[src/rtl/buzzer_arbiter_pkg.sv]
// Shared constants and types for the buzzer arbiter.
// CLK_FREQ sets the default ownership-change gap (CLK_FREQ/100 cycles).
// Requester indices name the sources; index 0 has the highest priority.
package buzzer_arbiter_pkg;

    localparam int unsigned CLK_FREQ  = 50_000_000;
    localparam int unsigned BA_NOTE_W = 5;
    localparam logic [BA_NOTE_W-1:0] NOTE_REST = '0;

    localparam int unsigned REQ_FREE  = 0;
    localparam int unsigned REQ_LEARN = 1;
    localparam int unsigned REQ_AUTO  = 2;
    localparam int unsigned REQ_REC   = 3;

    typedef enum logic [1:0] {
        ST_IDLE = 2'd0,
        ST_GAP  = 2'd1,
        ST_OWN  = 2'd2
    } state_e;

    // Index width that stays at least one bit for a single requester.
    function automatic int unsigned idx_width(input int unsigned n);
        return (n > 1) ? $clog2(n) : 1;
    endfunction

endpackage

[src/rtl/buzzer_arbiter_if.sv]
// Note-source to buzzer bus.
//   req      per-source request (level)
//   note_in  flattened note codes, source i at [i*NOTE_W +: NOTE_W]
//   mute     global silence
//   grant    one-hot owner
//   note_out note code to the buzzer
//   busy     arbiter is in a gap or owned
interface buzzer_arbiter_if #(
    parameter int unsigned NUM_REQ = 4,
    parameter int unsigned NOTE_W  = 5
);
    logic [NUM_REQ-1:0]        req;
    logic [NUM_REQ*NOTE_W-1:0] note_in;
    logic                      mute;
    logic [NUM_REQ-1:0]        grant;
    logic [NOTE_W-1:0]         note_out;
    logic                      busy;

    modport master (output req, note_in, mute, input grant, note_out, busy);
    modport slave  (input req, note_in, mute, output grant, note_out, busy);
endinterface

[src/rtl/buzzer_arbiter_prio_pick.sv]
// Fixed-priority picker: lowest-index asserted request wins.
//   req       request vector
//   pick_oh_c one-hot winner (zero when no request)
//   pick_idx_c binary index of the winner (zero when no request)
//   any_c     at least one request is asserted
module buzzer_arbiter_prio_pick
    import buzzer_arbiter_pkg::*;
#(
    parameter int unsigned N     = 4,
    parameter int unsigned IDX_W = idx_width(N)
) (
    input  logic [N-1:0]     req,
    output logic [N-1:0]     pick_oh_c,
    output logic [IDX_W-1:0] pick_idx_c,
    output logic             any_c
);

    // Scan from the top down so the lowest set index is the last write.
    always_comb begin
        pick_oh_c  = '0;
        pick_idx_c = '0;
        for (int i = int'(N) - 1; i >= 0; i--) begin
            if (req[i]) begin
                pick_oh_c    = '0;
                pick_oh_c[i] = 1'b1;
                pick_idx_c   = IDX_W'(i);
            end
        end
    end

    assign any_c = |req;

endmodule

[src/rtl/buzzer_arbiter.sv]
// Buzzer arbiter: shares one buzzer note input between prioritized sources,
// inserting GAP_CYC silent cycles on every ownership change.
//   clk, rst_n  clock, asynchronous active-low reset
//   bus         buzzer_arbiter_if slave (req/note_in/mute in, grant/note_out/busy out)
// Optional macro PREEMPT_EN: a higher-priority request preempts the owner.
module buzzer_arbiter
    import buzzer_arbiter_pkg::*;
#(
    parameter int unsigned NUM_REQ = 4,
    parameter int unsigned NOTE_W  = BA_NOTE_W,
    parameter int unsigned GAP_CYC = CLK_FREQ / 100
) (
    input  logic             clk,
    input  logic             rst_n,
    buzzer_arbiter_if.slave  bus
);

    localparam int unsigned IDX_W = idx_width(NUM_REQ);
    localparam int unsigned CNT_W = $clog2(GAP_CYC + 1);
    localparam logic [CNT_W-1:0] GAP_LOAD = CNT_W'(GAP_CYC - 1);

    if (GAP_CYC == 0) begin : g_bad_gap
        $error("buzzer_arbiter: GAP_CYC must be at least 1");
    end

    state_e             state;
    logic [IDX_W-1:0]   cand;
    logic [NUM_REQ-1:0] cand_oh;
    logic [CNT_W-1:0]   gap_cnt;

    logic [NUM_REQ-1:0] pick_oh_c;
    logic [IDX_W-1:0]   pick_idx_c;
    logic               any_c;
    logic               cand_req_c;
    logic [NOTE_W-1:0]  notes [NUM_REQ];
    logic [NOTE_W-1:0]  owner_note_c;

    buzzer_arbiter_prio_pick #(
        .N     (NUM_REQ),
        .IDX_W (IDX_W)
    ) u_pick (
        .req        (bus.req),
        .pick_oh_c  (pick_oh_c),
        .pick_idx_c (pick_idx_c),
        .any_c      (any_c)
    );

    // Unflatten note codes so the owner's note is a plain array lookup.
    for (genvar g = 0; g < NUM_REQ; g++) begin : g_notes
        assign notes[g] = bus.note_in[g*NOTE_W +: NOTE_W];
    end

    assign owner_note_c = notes[cand];
    assign cand_req_c   = |(bus.req & cand_oh);

    // Arbiter FSM with registered grant/note_out/busy.
    always_ff @(posedge clk or negedge rst_n) begin
        if (!rst_n) begin
            state        <= ST_IDLE;
            cand         <= '0;
            cand_oh      <= '0;
            gap_cnt      <= '0;
            bus.grant    <= '0;
            bus.note_out <= '0;
            bus.busy     <= 1'b0;
        end else begin
            // Silent unless the owner keeps the buzzer and mute is low.
            bus.note_out <= NOTE_W'(NOTE_REST);
            case (state)
                ST_IDLE: begin
                    if (any_c) begin
                        state    <= ST_GAP;
                        cand     <= pick_idx_c;
                        cand_oh  <= pick_oh_c;
                        gap_cnt  <= GAP_LOAD;
                        bus.busy <= 1'b1;
                    end
                end
                ST_GAP: begin
                    if (!cand_req_c) begin
                        if (any_c) begin
                            cand    <= pick_idx_c;
                            cand_oh <= pick_oh_c;
                            gap_cnt <= GAP_LOAD;
                        end else begin
                            state    <= ST_IDLE;
                            bus.busy <= 1'b0;
                        end
                    end else if (gap_cnt == '0) begin
                        state     <= ST_OWN;
                        bus.grant <= cand_oh;
                    end else begin
                        gap_cnt <= gap_cnt - CNT_W'(1);
                    end
                end
                ST_OWN: begin
                    if (!cand_req_c) begin
                        bus.grant <= '0;
                        if (any_c) begin
                            state   <= ST_GAP;
                            cand    <= pick_idx_c;
                            cand_oh <= pick_oh_c;
                            gap_cnt <= GAP_LOAD;
                        end else begin
                            state    <= ST_IDLE;
                            bus.busy <= 1'b0;
                        end
                    end
`ifdef PREEMPT_EN
                    // Owner still requests, so the pick is below it only if a
                    // higher-priority source is asking.
                    else if (pick_idx_c < cand) begin
                        bus.grant <= '0;
                        state     <= ST_GAP;
                        cand      <= pick_idx_c;
                        cand_oh   <= pick_oh_c;
                        gap_cnt   <= GAP_LOAD;
                    end
`endif
                    else if (!bus.mute) begin
                        bus.note_out <= owner_note_c;
                    end
                end
                default: begin
                    state     <= ST_IDLE;
                    bus.grant <= '0;
                    bus.busy  <= 1'b0;
                end
            endcase
        end
    end

endmodule
[src/flat_wrapper.sv]
// flat-port wrapper written by rule: the top's interface ports become plain ports
module buzzer_arbiter_flat import buzzer_arbiter_pkg::*;
#(
    parameter int unsigned NUM_REQ = 4,
    parameter int unsigned NOTE_W  = BA_NOTE_W,
    parameter int unsigned GAP_CYC = CLK_FREQ / 100
)
  (clk, rst_n, bus_req, bus_note_in, bus_mute, bus_grant, bus_note_out, bus_busy);
  buzzer_arbiter_if #(.NUM_REQ(NUM_REQ), .NOTE_W(NOTE_W)) bus_i ();
  input  logic clk;
  input  logic rst_n;
  input wire logic [$bits(bus_i.req)-1:0] bus_req;
  input wire logic [$bits(bus_i.note_in)-1:0] bus_note_in;
  input wire logic [$bits(bus_i.mute)-1:0] bus_mute;
  output wire logic [$bits(bus_i.grant)-1:0] bus_grant;
  output wire logic [$bits(bus_i.note_out)-1:0] bus_note_out;
  output wire logic [$bits(bus_i.busy)-1:0] bus_busy;
  assign bus_i.req = bus_req;
  assign bus_i.note_in = bus_note_in;
  assign bus_i.mute = bus_mute;
  assign bus_grant = bus_i.grant;
  assign bus_note_out = bus_i.note_out;
  assign bus_busy = bus_i.busy;
  buzzer_arbiter #(.NUM_REQ(NUM_REQ), .NOTE_W(NOTE_W), .GAP_CYC(GAP_CYC)) u_core (.clk(clk), .rst_n(rst_n), .bus(bus_i));
endmodule
[config.mk]
export PLATFORM = sky130hd
export DESIGN_NAME = buzzer_arbiter_flat
export DESIGN_NICKNAME = d
export VERILOG_FILES = /design/src/rtl/buzzer_arbiter_pkg.sv /design/src/rtl/buzzer_arbiter_if.sv /design/src/rtl/buzzer_arbiter_prio_pick.sv /design/src/rtl/buzzer_arbiter.sv /design/src/flat_wrapper.sv
export SDC_FILE = /design/constraint.sdc
export NUM_CORES = 1
export LEC_CHECK = 0
export CORE_AREA = 2 2 67 69
export CTS_BUF_LIST = sky130_fd_sc_hd__clkbuf_8
export CTS_CLUSTER_DIAMETER = 120
export DETAILED_ROUTE_END_ITERATION = 10
export DIE_AREA = 0 0 69 71
export PLACE_DENSITY = 0.82
export REMOVE_ABC_BUFFERS = 1
export SYNTH_ARGS = -nofsm -noshare
export SYNTH_HDL_FRONTEND = slang
export SYNTH_HIERARCHICAL = 1
export SYNTH_SLANG_ARGS = --single-unit
[constraint.sdc]
create_clock -name clk -period 5.8 [get_ports clk]
set_input_delay 1.16 -clock clk [delete_from_list [all_inputs] [get_ports clk]]
set_output_delay 1.16 -clock clk [all_outputs]
set_load 0.01 [all_outputs]
# Word level (Yosys, flattened, before mapping)
# Index checks and enable logic that the tools add are counted.
[totals]
inputBits = 27
elab_cells = 75
output_inout_bits = 10
register_bits = 37
[classes]
n_addsub = 1
n_reduce_logical = 12
n_eq_ne = 11
bitwise = 3
order_cmp = 1
muxes = 40
[ops]
columns = ["cell", "count"]
rows = [
  ["$mux W19", 4],
  ["$pmux W19 S3", 1],
  ["$mux W4", 9],
  ["$mux W5", 5],
  ["$mux W2", 11],
  ["$logic_not A19 Y1", 1],
  ["$sub A19 B1 Y19 const B", 1],
  ["$pmux W4 S3", 1],
  ["$bmux W5 S2", 1],
  ["$ne A3 B3 Y1 const B", 3],
  ["$pmux W4 S2", 1],
  ["$reduce_and A4 Y1", 2],
  ["$reduce_or A4 Y1", 2],
  ["$ne A2 B1 Y1 const B", 3],
  ["$ne A2 B2 Y1 const B", 3],
  ["$pmux W2 S3", 1],
  ["$reduce_and A3 Y1", 2],
  ["$and A4 B4 Y4", 1],
  ["$mux W1", 4],
  ["$pmux W2 S2", 1],
  ["$ge A3 B3 Y1 const B", 1],
  ["$not A2 Y3", 1],
  ["$reduce_bool A3 Y1", 1],
  ["$eq A2 B1 Y1 const B", 1],
  ["7 further kinds", 7],
]

# Depth between registers and ports, before layout
# Gate-level depths: netlist of the first run.
[logic_depth]
depth_word = 7
depth_mapped = 8
depth_no_buf = 7

# Hierarchy
# The synthesis of the first run kept the hierarchy.
[by_module_without_submodules]
columns = ["module", "cells_each", "seq_area_each_um2", "area_per_inst_um2", "instances"]
rows = [
  ["buzzer_arbiter", 209, 925.9, 2332.2, 1],
  ["buzzer_arbiter_prio_pick", 10, 0.0, 58.8, 1],
]

# Worst setup path before layout of the first run
# No wires, ideal clock.
[synth_timing]
path_type = "input port to flip-flop"
startpoint = "input port bus_req[0]"
endpoint = "register u_core.gap_cnt[8]"
required_time_ns = 5.668
n_path_buf = 1
cell_stages = 5
slack_ns = 3.114
arrival_ns = 2.554
cell_sequence = "or4_1 -> a21oi_1 -> or2_1 -> buf_4 -> o31ai_1"
[synth_via]
elab_chain_len = 4
[synth_rtl]
columns = ["item", "line", "source"]
rows = [
  ["start: declaration", "flat_wrapper.sv:12", "input wire logic [$bits(bus_i.req)-1:0] bus_req;"],
  ["$and A4 B4 Y4 / $reduce_or A4 Y1 (equally long branches)", "buzzer_arbiter.sv:54, buzzer_arbiter_prio_pick.sv:31", ""],
  ["$reduce_or A4 Y1 / $mux W19 (equally long branches)", "--", ""],
  ["$ne A3 B3 Y1 (no line) (tied with other cells)", "--", ""],
  ["$reduce_and A3 Y1 (no line) / $pmux W19 S3 (equally long branches)", "--", ""],
  ["end signal: assignment", "buzzer_arbiter.sv:93", "gap_cnt <= gap_cnt - CNT_W'(1);"],
  ["end: declaration", "buzzer_arbiter.sv:29", "logic [CNT_W-1:0] gap_cnt;"],
]
# Several ways; a longest one is shown, not always the timed one. The select of a mux whose other input is x is not followed.
# A chain may end at the register's enable or synchronous reset.

# Final worst setup path of the first run
[layout_timing]
startpoint = "input port bus_req[0]"
endpoint = "register u_core.gap_cnt[10]"
# Same word-level chain as after synthesis.

==> results of run 1 <==
-- Yosys cell counts (all sizes together) (6+ instances only) --
cell type,n
nor3b,7
o31ai,13
nor3,8
o21ai,11
a22o,6
dfrtp,37
a21oi,8
mux2,7
inv,10
nand3,6
nor2,16
-- flip-flops by register name, summed over array words and instances, names as in the netlist --
| signal | cells |
|---|---|
| u_core/state | 2 |
| u_core/bus.busy | 1 |
| u_core/bus.grant | 4 |
| u_core/cand_oh | 4 |
| u_core/cand | 2 |
| u_core/gap_cnt | 19 |
| u_core/bus.note_out | 5 |
-- per-stage QoR --
stage / worst slack [ns] / power (µW) / util
6_report: 2.42 / 1030 / 0.683
5_1_grt: 2.31 / 1090 / 0.683
4_1_cts: 2.44 / 1030 / 0.683
3_5_place_dp: 2.13 / 758 / 0.651
3_3_place_gp: 2.23 / 751 / 0.651
2_1_floorplan: 3.03 / 641 / -
-- logic make-up after synthesis --
| logic type | synth area share |
|---|---|
| and+or+nand+nor | 0.204 |
| muxes | 0.101 |
| DFF | 0.387 |
| buffers and inverters | 0.0466 |
| AOI/OAI and AO/OA | 0.235 |
| adders and majority gates | 0.0262 |
-- placed cells by master (no fill, tap or decap), types with 3 or more instances in the layout --
cell / Yosys / final
sky130_fd_sc_hd__or3_1: 4 / 4
sky130_fd_sc_hd__a22o_1: 4 / 4
sky130_fd_sc_hd__a21oi_1: 8 / 8
sky130_fd_sc_hd__mux2_2: 6 / 6
sky130_fd_sc_hd__inv_1: 10 / 10
sky130_fd_sc_hd__mux4_2: 5 / 5
sky130_fd_sc_hd__nand4_1: 4 / 4
sky130_fd_sc_hd__dfrtp_1: 37 / 37
sky130_fd_sc_hd__nor3b_1: 7 / 7
sky130_fd_sc_hd__nand2_1: 4 / 4
sky130_fd_sc_hd__clkbuf_8: 2 / 5
sky130_fd_sc_hd__ha_1: 5 / 5
sky130_fd_sc_hd__a31oi_1: 3 / 3
sky130_fd_sc_hd__o21ba_2: 3 / 3
sky130_fd_sc_hd__mux2i_1: 5 / 5
sky130_fd_sc_hd__o31ai_1: 11 / 11
sky130_fd_sc_hd__nor3_1: 7 / 7
sky130_fd_sc_hd__nor4_4: 3 / 3
sky130_fd_sc_hd__o21ai_1: 4 / 4
sky130_fd_sc_hd__o21ai_0: 6 / 6
sky130_fd_sc_hd__a211o_1: 4 / 4
sky130_fd_sc_hd__nand2b_1: 4 / 4
sky130_fd_sc_hd__nand3_1: 6 / 6
sky130_fd_sc_hd__nor2_1: 16 / 16
sky130_fd_sc_hd__clkdlybuf4s50_1: 0 / 35
-- final cells by class --
type	instances	area, µm²
multi-input cells	164	1350
fillers	327	1330
flip-flops and latches	37	926
repair buffers	36	355
clock buffers	5	68.8
clock inverters	3	65.1
well taps	52	65.1
inverters	10	37.5
-- power groups by stage --
stage                     logic (µW)  registers, µW  clock network [µW]
after floorplan                  310            331                   0
after global placement           412            339                   0
after detailed placement         417            341                   0
after CTS                        420            337                 272
after global routing             466            343                 283
final                            424            337                 265
-- per-layer routing --
layer,part of all wire,up-vias,global-route usage
met5,0,-,0
met3,0.075,12,0.0570
li1,-,940,-
met4,0.016,0,0.0828
met1,0.40,999,0.292
met2,0.50,103,0.417
-- worst min path at each step --
stage / from / end / slack, ns
4_1_cts: u_core/gap_cnt[15] / u_core/gap_cnt[15] / 0.50
6_report: u_core/gap_cnt[17] / u_core/gap_cnt[17] / 0.49
3_5_place_dp: u_core/gap_cnt[15] / u_core/gap_cnt[15] / 0.49
3_3_place_gp: u_core/gap_cnt[17] / u_core/gap_cnt[17] / 0.47
2_1_floorplan: u_core/gap_cnt[15] / u_core/gap_cnt[15] / 0.45
5_1_grt: u_core/gap_cnt[17] / u_core/gap_cnt[17] / 0.52
-- critical path: cells and delay by family --
kind	cells	cell delay [ns]
AOI/OAI and AO/OA	4	1.46
buffers and inverters	1	0.55
and+or+nand+nor	1	0.39
==> flow_summary.toml, run 1 <==
[outcome]
run_status = "finished clean"

[power_and_ir_drop]
power.density_nw_per_um2 = 357
comb_power_share = 0.413
ir_worst_vdd_uv = 262
switching_share = 0.363
p_sw_uw = 372
intPower_uw = 653
seqPwrFrac = 0.328
power.leakage_uw = 0.00119
clock_power_frac = 0.259

[hold_path]
whs_path_depth = 1
hp_class = "reg2reg"

[routing]
detail_route.drc_violations = 0
detailroute.via_count = 2054
avgRoutedWirePerCell_um = 17.5
vias_per_cell = 6.69
drtPass1Iterations = 5
number_of_drc_markers_in_iteration_0 = 165
drt_wl_total_mm = 5.38
final_antenna_net_count = 0

[logic_synthesis]
ys_dominant_reg_cell = "sky130_fd_sc_hd__dfrtp_1"
yosys_register_bits = 37
synthesis.area_um2 = 2390
synth_warnings = 6
synth_enable_flop_cells = 0
netlist_top_cells_area = "sky130_fd_sc_hd__dfrtp_1 (39%), sky130_fd_sc_hd__mux4_2 (4.7%), sky130_fd_sc_hd__o31ai_1 (3.5%)"
seq_area_frac_synth = 0.387
synth_cell_types = 65
post-synth-top-area-cell = "sky130_fd_sc_hd__dfrtp_1"
avgSynthCellArea_um2 = 10.9
synth-async-reset-ratio = 1.00
post_synth_inst_count = 219
synth_largest_type_area_fraction = 0.387

[setup_path]
r2r_start = "u_core/gap_cnt[5]"
cp-endpoint = "u_core/gap_cnt[10]"
endpoint_kind_of_the_worst_setup_timing_path = "flop"
arrival_ns = 3.56
reg2reg_depth = 5
critPathLaunch = "bus_req[0]"
startpoint_class = "primary input"
cp_max_stage_delay_ns = 0.55
required_ns = 5.98
criticalPathCategory = "in2reg"
crit_chain = "clkdlybuf4s50_1, a22o_2, o21ai_2, o31ai_2, or2_1, a221o_1"
timing.critical_path.fanout_max = 11
critical_path.slowest_cell = "sky130_fd_sc_hd__clkdlybuf4s50_1"
reg2reg_setup_slack_ns = 3.13
timing.rr.end = "u_core/gap_cnt[10]"

[placed_design]
dp_hpwl_mm = 4.01
routabilityCongestion = 0.896
placed_cells_incl_taps = 299
postPlaceCellArea_um2 = 2740
placement.io_buffers = 36

[sta]
final_hold_violation_count = 0
worst_clock_skew_ns = 0.00528
timing_worst_slew_pin_value_ns = 0.817
period_share = 0.582
period_needed_ns = 3.38
hold_slack_ns = 0.493
timing.max_slew.rel_slack = 0.455
maxSlewViolCount = 0
timing.fmax_mhz = 296
fin_tns_setup_ns = 0
rsz0062_at_grt = "false"
setup-violations-final = 0

[floorplanning]
die_x_um = 69
core_um2 = 4200
io_pins = 37
rows = 24
initial_core_util = 0.569
die-area_um2 = 4900
die_outline_height_um = 71

[clock_network]
total_cts_buffers = 5
worst_setup_hold_path_clk_slew_ns = 0.08
cts_repair_resize_count = 0
clock-root-buffer = "sky130_fd_sc_hd__clkbuf_8"
clk_path_buf_depth = 2
post-cts-setup-buffer-count = 0
cts_tree = "built"
clock_tree.htree_level_count = 2
clock_latency_ns = 0.29
cts-hold-fix-buffers = 0
clock_sinks = 37

[global_route]
global_route_congestion_overflow_total = 0
via_count_of_the_first_global_routing_pass = 2053
gr-usage-all-layers = 0.239
largest_net_degree_at_the_start_of_global_routing = 38
antenna_violations_before_repair = 0
wire_length_of_the_first_global_routing_pass_mm = 9.50

[cells_and_area]
post_route_cells_drive_above_1_share = 0.169
n_antenna_cell = 0
final_net_count = 286
layoutNonFillerInstCount = 307
post-route-cell-area_um2 = 2870
area_growth_pct = 20.1

[flow_run]
maxCapViolations = 0
No activity file was read; power rests on OpenSTA's default activity.
==> run 2: changes to the inputs <==
--- a/config.mk
+++ b/config.mk
@@ -5,12 +5,12 @@
 export SDC_FILE = /design/constraint.sdc
 export NUM_CORES = 1
 export LEC_CHECK = 0
-export CORE_AREA = 2 2 67 69
+export CORE_AREA = 2 2 73 75
 export CTS_BUF_LIST = sky130_fd_sc_hd__clkbuf_8
 export CTS_CLUSTER_DIAMETER = 120
 export DETAILED_ROUTE_END_ITERATION = 10
-export DIE_AREA = 0 0 69 71
-export PLACE_DENSITY = 0.82
+export DIE_AREA = 0 0 75 77
+export PLACE_DENSITY = 0.73
 export REMOVE_ABC_BUFFERS = 1
 export SYNTH_ARGS = -nofsm -noshare
 export SYNTH_HDL_FRONTEND = slang
==> constraint.sdc (replaced) <==
create_clock -name clk -period 2.85 [get_ports clk]
set_input_delay 0.57 -clock clk [delete_from_list [all_inputs] [get_ports clk]]
set_output_delay 0.57 -clock clk [all_outputs]
set_load 0.01 [all_outputs]
==> flow_summary.toml, run 2 (synthesized netlist as in run 1, its figures left out) <==
[setup_path]
required_ns = 3.02
critical_path.slowest_cell = "sky130_fd_sc_hd__a22oi_1"
cpLargestDelayFamily = "compound AO/OA/AOI/OAI gates"
critPathLaunch = "bus_req[1]"
criticalPathCategory = "in2reg"
timing.critical_path.fanout_max = 7
r2r_start = "u_core/gap_cnt[0]"
cp_num_buf_inv = 1
arrival_ns = 2.67
crit_chain = "clkdlybuf4s50_1, a22oi_1, nand3_1, o2111a_2, and3_1, a211o_1"
endpoint_kind_of_the_worst_setup_timing_path = "flop"
cp_max_stage_delay_ns = 0.51
startpoint_class = "primary input"

[sta]
period_share = 0.879
timing_worst_slew_pin_value_ns = 0.799
hold_slack_ns = 0.360
timing.fmax_mhz = 399
maxSlewViolCount = 0
post-route-worst-setup-slack_ns = 0.345
final_hold_violation_count = 0
rsz0062_at_grt = "false"
worst_clock_skew_ns = 0.00828
period_needed_ns = 2.50
fin_tns_setup_ns = 0
timing.max_slew.rel_slack = 0.467
setup-violations-final = 0

[floorplanning]
initial_core_util = 0.480
rows = 26
core_um2 = 4980
die_outline_height_um = 77
die_x_um = 75
io_pins = 37
die-area_um2 = 5780

[placed_design]
dp_hpwl_mm = 4.15
placement.io_buffers = 36
routabilityCongestion = 0.857
placed_cells_incl_taps = 327
dp_worst_slack_ns = 0.0838

[power_and_ir_drop]
totalPowerFinal_uw = 1950
power.leakage_uw = 0.00121
ir_worst_vdd_uv = 398
power.density_nw_per_um2 = 669

[global_route]
gr-usage-all-layers = 0.210
largest_net_degree_at_the_start_of_global_routing = 38
grt_use_met3 = 0.0512
global_route_congestion_overflow_total = 0
gr-usage-met1 = 0.280
antenna_violations_before_repair = 0
wire_length_of_the_first_global_routing_pass_mm = 9.52
busiest_layer = "met2"
via_count_of_the_first_global_routing_pass = 1997
grtUsageMet2 = 0.335

[clock_network]
cts-hold-fix-buffers = 0
post-cts-setup-buffer-count = 0
clock-root-buffer = "sky130_fd_sc_hd__clkbuf_8"
cts_repair_resize_count = 0
clock_sinks = 37
total_cts_buffers = 5
clock_tree.htree_level_count = 2
worst_setup_hold_path_clk_slew_ns = 0.07
cts_tree = "built"
clk_path_buf_depth = 2
clock_latency_ns = 0.29

[routing]
vias_per_cell = 6.02
drt_wl_total_mm = 5.56
number_of_drc_markers_in_iteration_0 = 142
detailroute.via_count = 2010
detail_route.drc_violations = 0
final_antenna_net_count = 0
drtPass1Iterations = 4
avgRoutedWirePerCell_um = 16.6

[cells_and_area]
largest_reg_flops = 19
most-common-layout-cells = "sky130_fd_sc_hd__dfrtp_1 (37), sky130_fd_sc_hd__clkdlybuf4s50_1 (35), sky130_fd_sc_hd__nor2_1 (16)"
largest_registers = "u_core/gap_cnt x19, u_core/bus.note_out x5"
layoutNonFillerInstCount = 334
seq_area_um2 = 926
final_net_count = 296
fillCellCount = 444
area_growth_pct = 22.2
n_antenna_cell = 0
registers.top_by_ff_count = "u_core/gap_cnt"
multiInputGateArea_um2 = 1350
post_route_cells_drive_above_1_share = 0.193
final_common_cell = "sky130_fd_sc_hd__dfrtp_1"

[outcome]
run_status = "finished clean"

[flow_run]
maxCapViolations = 0

[hold_path]
hp_class = "in2async"
[run 2: cell types whose count changed in the layout (fill, tap and decap cells not counted), sizes merged]
cell,delta
clkinv,-1
bufinv,-2
inv,+1
clkbuf,+1
buf,+10
[run 2: through the flow]
step                instance area, µm²   util
global route                      2920  0.587
finish                            2920  0.587
CTS                               2920  0.587
floorplan                         2320      -
global placement                  2840  0.570
detailed placement                2840  0.570
[run 2: routing by layer]
metal / up-vias / wire length [µm]
met5: - / 0
met4: 0 / 112
met3: 13 / 393
met2: 78 / 2740
met1: 967 / 2310
li1: 952 / -
[run 2: worst reg2reg max path: stages (launching register included)]
cell and delay [ns]:
sky130_fd_sc_hd__dfrtp_1 0.41, sky130_fd_sc_hd__inv_1 0.08, sky130_fd_sc_hd__ha_1 0.26, sky130_fd_sc_hd__nor4b_1 0.46, sky130_fd_sc_hd__o21ai_1 0.35, sky130_fd_sc_hd__or2_4 0.35, sky130_fd_sc_hd__nor4_4 0.30, sky130_fd_sc_hd__a22o_1 0.19
[run 2: report_power, final]
group | switching, µW | leakage [µW] | internal, µW
Combinational | 480 | 0.000714 | 428
Clock | 173 | 0.0000485 | 188
Sequential | 90.7 | 0.000452 | 594
Total | 744 | 0.00121 | 1210
[run 2: final timing paths]
| check | to | slack (ns) | depth (start not counted) |
|---|---|---|---|
| setup / recovery | u_core/gap_cnt[14] | 0.35 | 6 |
| hold / removal | u_core/gap_cnt[12] | 0.36 | 1 |
| setup reg to reg | u_core/bus.grant[2] | 0.39 | 7 |
| hold reg to reg | u_core/gap_cnt[17] | 0.49 | 1 |
| max in group asynchronous | u_core/gap_cnt[0] | 1.98 | 1 |
| min in group clk | u_core/gap_cnt[17] | 0.49 | 1 |
[run 2: final cells by class]
| type | count | share of cell area |
|---|---|---|
| tap | 70 | 0.0300 |
| timing repair buffer | 46 | 0.147 |
| multi-input combinational | 164 | 0.463 |
| clock inverter | 1 | 0.00128 |
| sequential | 37 | 0.317 |
| inverter | 10 | 0.0128 |
| clock buffer | 6 | 0.0283 |
